===== src/rtl/timer_scheduler_pkg.sv =====
// Shared register map and bit positions for the timer scheduler.
// Every file that decodes or builds register fields imports this package.
package timer_scheduler_pkg;

    typedef enum logic [1:0] {
        REG_PERIOD   = 2'd0,
        REG_CONTROL  = 2'd1,
        REG_STATUS   = 2'd2,
        REG_DEADLINE = 2'd3
    } reg_sel_e;

    localparam int CTRL_ENABLE   = 0;
    localparam int CTRL_PERIODIC = 1;

    localparam int STAT_IRQ      = 0;
    localparam int STAT_OVERRUN  = 1;

endpackage


===== src/rtl/timer_channel.sv =====
// One timer channel: period/deadline state, match detection, periodic reload
// and sticky irq/overrun flags with write-1-to-clear.
module timer_channel
    import timer_scheduler_pkg::*;
#(
    parameter int WIDTH = 32
) (
    input  logic             clk,
    input  logic             reset_n,
    input  logic [WIDTH-1:0] i_count,
    input  logic             i_wr_period,
    input  logic             i_wr_control,
    input  logic             i_wr_status,
    input  logic [WIDTH-1:0] i_data,
    output logic [WIDTH-1:0] o_period,
    output logic [WIDTH-1:0] o_deadline,
    output logic             o_enable,
    output logic             o_periodic,
    output logic             o_irq,
    output logic             o_overrun
);

    localparam logic [WIDTH-1:0] P_ONE = {{(WIDTH-1){1'b0}}, 1'b1};

    logic [WIDTH-1:0] r_period;
    logic [WIDTH-1:0] r_deadline;
    logic             r_enable;
    logic             r_periodic;
    logic             r_irq;
    logic             r_overrun;
    logic             w_match;

    assign w_match = r_enable && (i_count == r_deadline);

    // Later assignments override earlier ones: a disable beats a match's
    // reload, and a match's set beats a status clear in the same cycle.
    always_ff @(posedge clk or negedge reset_n) begin
        if (!reset_n) begin
            r_period   <= P_ONE;
            r_deadline <= '0;
            r_enable   <= 1'b0;
            r_periodic <= 1'b0;
            r_irq      <= 1'b0;
            r_overrun  <= 1'b0;
        end else begin
            if (i_wr_period) begin
                r_period <= (i_data == '0) ? P_ONE : i_data;
            end

            if (w_match) begin
                if (r_periodic) begin
                    r_deadline <= r_deadline + r_period;
                end else begin
                    r_enable <= 1'b0;
                end
            end

            if (i_wr_control) begin
                r_periodic <= i_data[CTRL_PERIODIC];
                if (!r_enable) begin
                    r_enable <= i_data[CTRL_ENABLE];
                    if (i_data[CTRL_ENABLE]) begin
                        r_deadline <= i_count + r_period;
                    end
                end else if (!i_data[CTRL_ENABLE]) begin
                    r_enable <= 1'b0;
                end
            end

            if (i_wr_status && i_data[STAT_IRQ]) begin
                r_irq <= 1'b0;
            end
            if (i_wr_status && i_data[STAT_OVERRUN]) begin
                r_overrun <= 1'b0;
            end

            if (w_match) begin
                r_irq <= 1'b1;
                if (r_irq) begin
                    r_overrun <= 1'b1;
                end
            end
        end
    end

    assign o_period   = r_period;
    assign o_deadline = r_deadline;
    assign o_enable   = r_enable;
    assign o_periodic = r_periodic;
    assign o_irq      = r_irq;
    assign o_overrun  = r_overrun;

endmodule


===== src/rtl/timer_scheduler.sv =====
// Multi-channel deadline timer: address decode, per-channel timers,
// registered read-back mux and a registered any-irq summary.
module timer_scheduler
    import timer_scheduler_pkg::*;
#(
    parameter int WIDTH    = 32,
    parameter int CHANNELS = 4
) (
    input  logic                          clk,
    input  logic                          reset_n,
    input  logic [WIDTH-1:0]              count,
    input  logic                          we,
    input  logic [$clog2(CHANNELS)+1:0]   addr,
    input  logic [WIDTH-1:0]              data_in,
    output logic [WIDTH-1:0]              data_out,
    output logic [CHANNELS-1:0]           irq,
    output logic                          irq_any
);

    localparam int ADDR_W = $clog2(CHANNELS) + 2;
    localparam int CH_W   = (CHANNELS > 1) ? $clog2(CHANNELS) : 1;

    logic [CH_W-1:0]     w_ch;
    reg_sel_e            w_reg;
    logic [CHANNELS-1:0] w_wr_period;
    logic [CHANNELS-1:0] w_wr_control;
    logic [CHANNELS-1:0] w_wr_status;
    logic [WIDTH-1:0]    w_period   [CHANNELS];
    logic [WIDTH-1:0]    w_deadline [CHANNELS];
    logic [CHANNELS-1:0] w_enable;
    logic [CHANNELS-1:0] w_periodic;
    logic [CHANNELS-1:0] w_irq;
    logic [CHANNELS-1:0] w_overrun;
    logic [WIDTH-1:0]    w_rd_data;
    logic [WIDTH-1:0]    r_data_out;
    logic                r_irq_any;

    assign w_reg = reg_sel_e'(addr[1:0]);

    generate
        if (CHANNELS == 1) begin : g_ch_single
            assign w_ch = '0;
        end else begin : g_ch_multi
            assign w_ch = addr[ADDR_W-1:2];
        end
    endgenerate

    always_comb begin
        w_wr_period  = '0;
        w_wr_control = '0;
        w_wr_status  = '0;
        for (int i = 0; i < CHANNELS; i++) begin
            if (we && (w_ch == CH_W'(i))) begin
                w_wr_period[i]  = (w_reg == REG_PERIOD);
                w_wr_control[i] = (w_reg == REG_CONTROL);
                w_wr_status[i]  = (w_reg == REG_STATUS);
            end
        end
    end

    generate
        for (genvar g = 0; g < CHANNELS; g++) begin : g_chan
            timer_channel #(
                .WIDTH (WIDTH)
            ) u_channel (
                .clk          (clk),
                .reset_n      (reset_n),
                .i_count      (count),
                .i_wr_period  (w_wr_period[g]),
                .i_wr_control (w_wr_control[g]),
                .i_wr_status  (w_wr_status[g]),
                .i_data       (data_in),
                .o_period     (w_period[g]),
                .o_deadline   (w_deadline[g]),
                .o_enable     (w_enable[g]),
                .o_periodic   (w_periodic[g]),
                .o_irq        (w_irq[g]),
                .o_overrun    (w_overrun[g])
            );
        end
    endgenerate

    always_comb begin
        w_rd_data = '0;
        case (w_reg)
            REG_PERIOD: begin
                w_rd_data = w_period[w_ch];
            end
            REG_CONTROL: begin
                w_rd_data[CTRL_ENABLE]   = w_enable[w_ch];
                w_rd_data[CTRL_PERIODIC] = w_periodic[w_ch];
            end
            REG_STATUS: begin
                w_rd_data[STAT_IRQ]     = w_irq[w_ch];
                w_rd_data[STAT_OVERRUN] = w_overrun[w_ch];
            end
            REG_DEADLINE: begin
                w_rd_data = w_deadline[w_ch];
            end
        endcase
    end

    always_ff @(posedge clk or negedge reset_n) begin
        if (!reset_n) begin
            r_data_out <= '0;
            r_irq_any  <= 1'b0;
        end else begin
            r_data_out <= w_rd_data;
            r_irq_any  <= |w_irq;
        end
    end

    assign data_out = r_data_out;
    assign irq      = w_irq;
    assign irq_any  = r_irq_any;

endmodule


===== config.mk =====
export PLATFORM = sky130hd
export DESIGN_NAME = timer_scheduler
export DESIGN_NICKNAME = d
export VERILOG_FILES = /design/src/rtl/timer_scheduler_pkg.sv /design/src/rtl/timer_channel.sv /design/src/rtl/timer_scheduler.sv
export SDC_FILE = /design/constraint.sdc
export NUM_CORES = 1
export LEC_CHECK = 0
export BUFFER_PORTS_ARGS = -buffer_cell sky130_fd_sc_hd__buf_2
export CORE_UTILIZATION = 50
export CTS_CLUSTER_DIAMETER = 80
export DETAILED_ROUTE_END_ITERATION = 12
export PLACE_DENSITY = 0.72
export SYNTH_ARGS = -nofsm -noshare
export SYNTH_HDL_FRONTEND = slang
export SYNTH_HIERARCHICAL = 1
export SYNTH_SLANG_ARGS = --single-unit

===== constraint.sdc =====
create_clock -name clk -period 7.6 [get_ports clk]
set_input_delay 0.76 -clock clk [delete_from_list [all_inputs] [get_ports clk]]
set_output_delay 0.76 -clock clk [all_outputs]
set_load 0.02 [all_outputs]

## Word level (Yosys, flattened, before mapping)

Cells that the tools add are included.

- Word-level logic and storage cells: 160
- Register bits after elaboration: 305
- Output and inout bits: 37
- Bits of input ports: 71

- Muxes and demuxes: 89
- Add/sub/neg operators: 8
- Bitwise operators: 1
- Magnitude comparators: 2
- Equal/unequal tests: 10
- Reduce and logical (&&, ||, !) cells: 24

Operators by type and width:

| kind | number |
|---|---|
| two-way mux 32 bit | 25 |
| adder 32 bit | 8 |
| binary-select mux 32 bit (select 2 bit) | 2 |
| == test 32 bit | 4 |
| case mux 30 bit (2 select lines) | 1 |
| two-way mux 1 bit | 56 |
| zero test 32 bit | 1 |
| logical AND 1 bit | 16 |
| binary-select mux 1 bit (select 2 bit) | 4 |
| == test 2 bit, second input constant | 4 |
| case mux 2 bit (4 select lines) | 1 |
| nonzero test 2 bit | 4 |
| == test 2 x 1 -> 1 bit, second input constant | 2 |
| zero test 2 bit | 2 |
| OR reduction 4 bit | 1 |
| >= comparator 3 bit, second input constant | 1 |
| less-than comparator 2 x 3 -> 1 bit, second input constant | 1 |
| NOT 2 -> 3 bit | 1 |

## Depth between registers and ports, before layout

- Word-level depth: 7
- Depth in mapped cells: 13
- Depth with buffers taken out: 13

## Modules after synthesis

Netlist, hierarchy kept.

By module, submodules not included:

| module | cells each | instances | area each (um^2) |
|---|---|---|---|
| timer_channel at g_chan[2].u_channel ... | 716 | 2 | 6362.4 |
| timer_channel at g_chan[1].u_channel | 713 | 1 | 6376.1 |
| timer_channel at g_chan[0].u_channel | 716 | 1 | 6312.3 |
| timer_scheduler | 235 | 1 | 3074.2 |

## Worst setup path after synthesis

No wires, ideal clock.

- Path kind: input-to-reg
- Start: input port count[0]
- End: register g_chan[0].u_channel.r_deadline[24]
- Required time: 7465 ps
- Arrival: 2954 ps
- Library setup time: 135 ps
- Slack: 4511 ps
- Stages: 13
- Path through: ha_1 -> inv_1 -> fa_1 -> nand2b_1 -> a21oi_1 -> o31a_1 -> a211o_1 -> a221o_1 -> a21boi_1 -> o21ai_1 -> a21oi_1 -> xor2_1 -> mux2i_1

- Word-level cells in the longest chain between the ends: 6

RTL lines:

| what | RTL line | source |
|---|---|---|
| from (decl) | timer_scheduler.sv:11 | `input logic [WIDTH-1:0] count,` |
| parallel branches: the longest is 5 deep, another holds adder 32 bit | - |  |
| two-way mux 32 bit (*) | timer_channel.sv:58 | `if (i_wr_control) begin` |
| to (signal assigned) | timer_channel.sv:52 | `r_deadline <= r_deadline + r_period;` |
| to (signal assigned) | timer_channel.sv:63 | `r_deadline <= i_count + r_period;` |
| to (decl) | timer_channel.sv:26 | `logic [WIDTH-1:0] r_deadline;` |

Mark *: on every way between the ends.
A chain may end at the register's enable or synchronous reset.

## Worst setup path after layout

- Start: register g_chan[2].u_channel.r_period[2]
- End: register g_chan[2].u_channel.r_deadline[29]

- Word-level cells in the longest chain between the ends: 6

RTL lines:

| what | RTL line | source |
|---|---|---|
| from (decl) | timer_channel.sv:25 | `logic [WIDTH-1:0] r_period;` |
| from (signal assigned) | timer_channel.sv:47 | `r_period <= (i_data == '0) ? P_ONE : i_data;` |
| adder 32 bit | timer_channel.sv:52 |  |
| two-way mux 32 bit | timer_channel.sv:51 | `if (r_periodic) begin` |
| two-way mux 32 bit | timer_channel.sv:50 | `if (w_match) begin` |
| two-way mux 32 bit | timer_channel.sv:62 | `if (i_data[CTRL_ENABLE]) begin` |
| two-way mux 32 bit | timer_channel.sv:60 | `if (!r_enable) begin` |
| two-way mux 32 bit (*) | timer_channel.sv:58 |  |
| to (signal assigned) | timer_channel.sv:52 |  |
| to (signal assigned) | timer_channel.sv:63 |  |
| to (decl) | timer_channel.sv:26 |  |

Mark *: on every way between the ends. The rest lies on a longest branch, timed or not.

==> summary.md <==
| Metric | Value |
|---|---|
| CTS tree | built |
| Core Util, Final | 0.551 |
| Ports | between 100 and 150 |
| Post-synthesis register bit count | 305 |
| Worst Setup EP | g_chan[2].u_channel/o_deadline[29]$_DFF_PN0_ |
| Reg2reg start | g_chan[2].u_channel/o_period[2]$_DFFE_PN0P_ |
| Endpoint class of the critical path | flop |
| Initial DRT Pass Iterations | 7 |
| Min-delay worst type | in2async |
| Sw Share | 0.463 |
| Crit path time final | roughly 3.8 ns |
| Port buffer count | roughly 110 |
| Max clock buf depth | 3 |
| Final period utilization | 0.495 |
| Worst slew margin | 0.145 |
| Ranking of synthesized cells by area | dfrtp_1 (26%), ha_1 (11%), xor2_1 (7.1%) |
| Worst Path Required | ~8.1 ns |
| Final setup fails | 0 |
| Postcts setup bufs | 0 |
| Yosys cell types | roughly 110 |
| Max-cap violations | 0 |
| Reg2reg setup slack | about 3.8 ns |
| Hpwl dp | around 84 mm |
| P_int | 5.59 mW |
| Comb power frac | 0.527 |
| Worst vdd ir | 0.171 mV |
| Top post-synthesis cells by count | dfrtp_1 (301), a21oi_1 (272), nor2_1 (257) |
| Total GRT Usage | 0.375 |
| R2R cell count | 11 |
| Cell Rows | slightly below 90 |
| Fraction of layout cells with a size suffix above 1 | 0.151 |
| H-tree level count | 2 |
| Achievable Freq | 0.266 GHz |
| Seq pwr share | 0.277 |
| DRC | 0 |
| CP Launch Type | flop |
| Pins Over Slew Limit | 0 |
| Initial antenna violation count | 9 |
| Setup TNS | 0 ns |
| Cell Pwr Density | between 300 and 400 nW/um2 |
| Clk_lat worst skew | approximately 0.58 ns |
| R2r endpoint | g_chan[2].u_channel/o_deadline[29]$_DFF_PN0_ |
| Post-Syn Nets | roughly 3400 |
| Cells after Synth | between 3000 and 4000 |
| CP arrival | approximately 4.2 ns |
| Post-route cell area | a little over 30000 um2 |
| Die Ht | around 240 um |
| Via/cell ratio | ~6.7 |
| Worst slew pin tran | 1.28 ns |
| Yosys top cell area share | 0.264 |
| Vias | 26600 |
| Critical path type | reg2reg |
| Cell Area, Placed | 29700 um2 |
| Cts hold-fix bufs | 0 |
| Core area | between 50000 and 60000 um2 |
| Die Span X | ~240 um |
| Post-synth ARST share | 1.00 |
| First-pass GRT wire length | around 160 mm |
| Vias in the first global route | between 20000 and 30000 |
| Drt first-iter violations | between 2000 and 3000 |
| Cell with the most instances after synthesis | dfrtp_1 |
| Unrepaired setup endpoints after global routing | false |
| Post-synth EDFFs | 0 |
| Worst Path Max Fanout | 5 |
| Fin. Hold Viols | 0 |
| # clock sinks | between 300 and 400 |
| Final nets | around 3500 |
| LEAKAGE | around 14 nW |
| Skew final | 0.0272 ns |
| CTS Buf Count | 40 |
| WL final | ~110 mm |
| Routability cong. | 1.10 |
| Synth Flop Type | dfrtp_1 |
| Synth warn | 6 |
| Cell taking the most area after synthesis | dfrtp_1 |
| Syn avg cell area | 9.20 um2 |
| Largest net degree at the start of global routing | 118 |
| Die area | about 58000 um2 |
| Worst Setup SP | g_chan[2].u_channel/o_period[2]$_DFFE_PN0P_ |
| Post-CTS Resized | 0 |
| Clock root buffer | clkbuf_16 |
| GRT overflow | 0 |
| WL per Instance | 27.6 um |
| Clock power frac | 0.195 |
| Seq/Total Area, Yosys | 0.268 |
| Switching power total | between 4 and 5 mW |
| Reg clk slew, reported paths | 0.06 ns |
| Area delta synth->final | 9.01% |
| Synthesized area | ~28000 um2 |
| Detail Route Antenna Nets | 0 |
| Initial core utilization | 0.505 |
| Status | completed |
| Fillcell total | between 5000 and 6000 |
## kinds of logic after synthesis
| family | synth area share |
|---|---|
| AND/OR/NAND/NOR | 0.134 |
| flip-flops | 0.268 |
| AO/OA/AOI/OAI | 0.244 |
| buffers and inverters | 0.0267 |
| XOR/XNOR | 0.101 |
| adder cells (fa/ha/maj) | 0.116 |
| multiplexers | 0.109 |
## layout make-up
| class | count | area, um2 | area share |
|---|---|---|---|
| multi-input combinational | 2619 | 20100 | 0.649 |
| sequential | 305 | 7640 | 0.246 |
| clock buffer | 48 | 1070 | 0.0345 |
| tap | 756 | 946 | 0.0305 |
| timing repair buffer | 127 | 713 | 0.0230 |
| clock inverter | 24 | 299 | 0.00963 |
| inverter | 60 | 225 | 0.00725 |
| antenna | 5 | 12.5 | 0.000403 |
## per-stage QoR
stage / total power [mW] / hold WS, ns / instances / worst slack (ns)
2_1_floorplan: 6.56 / 0.464 / 3096 / 4.51
3_3_place_gp: 8.09 / 0.486 / 3867 / 3.62
3_5_place_dp: 8.14 / 0.490 / 3867 / 3.53
4_1_cts: 10.2 / 0.202 / 3939 / 3.89
5_1_grt: 11.0 / 0.210 / 3944 / 3.67
6_report: 10.4 / 0.145 / 3944 / 3.84
## worst min-delay path by stage
stage                                                        from                                     endpoint  slack [ns]  cells after the start
final                                                     reset_n  g_chan[0].u_channel/o_period[2]$_DFFE_PN0P_        0.15                      1
after global routing                                      reset_n  g_chan[0].u_channel/o_period[2]$_DFFE_PN0P_        0.21                      1
after CTS                                                 reset_n  g_chan[0].u_channel/o_period[2]$_DFFE_PN0P_        0.20                      1
after detailed placement  g_chan[0].u_channel/o_overrun$_DFF_PN0_      g_chan[0].u_channel/o_overrun$_DFF_PN0_        0.49                      1
after global placement    g_chan[3].u_channel/o_overrun$_DFF_PN0_      g_chan[3].u_channel/o_overrun$_DFF_PN0_        0.49                      1
after floorplan                                           reset_n                        data_out[0]$_DFF_PN0_        0.46                      0
## state kept, by name (all words and copies together) (netlist names)
name / cells
g_chan.u_channel/o_deadline: 128
g_chan.u_channel/o_enable: 4
irq_any: 1
g_chan.u_channel/o_irq: 4
g_chan.u_channel/o_period: 128
data_out: 32
g_chan.u_channel/o_periodic: 4
g_chan.u_channel/o_overrun: 4
## cell usage in the layout (no fill, tap or decap), types with 9 or more instances in the layout
cell type  instances
a211oi_1          73
a21boi_1          10
a21o_1           133
a21oi_1          272
a21oi_2           10
a22oi_1           38
a31oi_1           34
a41oi_1            9
and2_1            15
and3_1            16
buf_2            104
buf_4             21
clkbuf_16         41
clkinv_2           9
dfrtp_1          301
ha_1             252
inv_1             60
mux2_2           124
mux2i_1           32
mux4_2            62
nand2_1          174
nand2b_1          48
nand3_1           54
nand4_1           31
nor2_1           250
nor2b_1           26
nor3_1            67
nor4_1            61
o2111ai_1         11
o211ai_1          14
o21a_1            36
o21ai_0          162
o21ai_1           39
o21bai_1          28
o31ai_1           11
or2_2              9
xnor2_1           99
xor2_1           231
## worst max-delay path, stage by stage, from the launching register on
cell and delay, ns:
dfrtp_1 0.48, ha_1 0.43, o21ai_0 0.14, o21ai_0 0.54, nand4_1 0.35, a211oi_1 0.46, nor3_1 0.13, a21oi_1 0.35
a21oi_1 0.14, xor2_1 0.15, o21ai_0 0.21, a21boi_0 0.27
## per-layer routing
layer	GRT usage	vias to the layer above	wire length (um)
met1	0.515	12900	44200
li1	-	11800	-
met3	0.0997	300	14000
met2	0.546	1531	45200
met4	0.179	4	5580
met5	0	-	28
## power groups by stage
| stage | combinational, mW | clock (mW) | sequential, mW |
|---|---|---|---|
| 3_3_place_gp | 5.27 | 0 | 2.82 |
| 2_1_floorplan | 4.14 | 0 | 2.42 |
| 4_1_cts | 5.36 | 2.04 | 2.81 |
| 6_report | 5.49 | 2.03 | 2.89 |
| 5_1_grt | 5.96 | 2.11 | 2.89 |
| 3_5_place_dp | 5.31 | 0 | 2.83 |
Note: power is estimated with default switching activity, not from simulation.
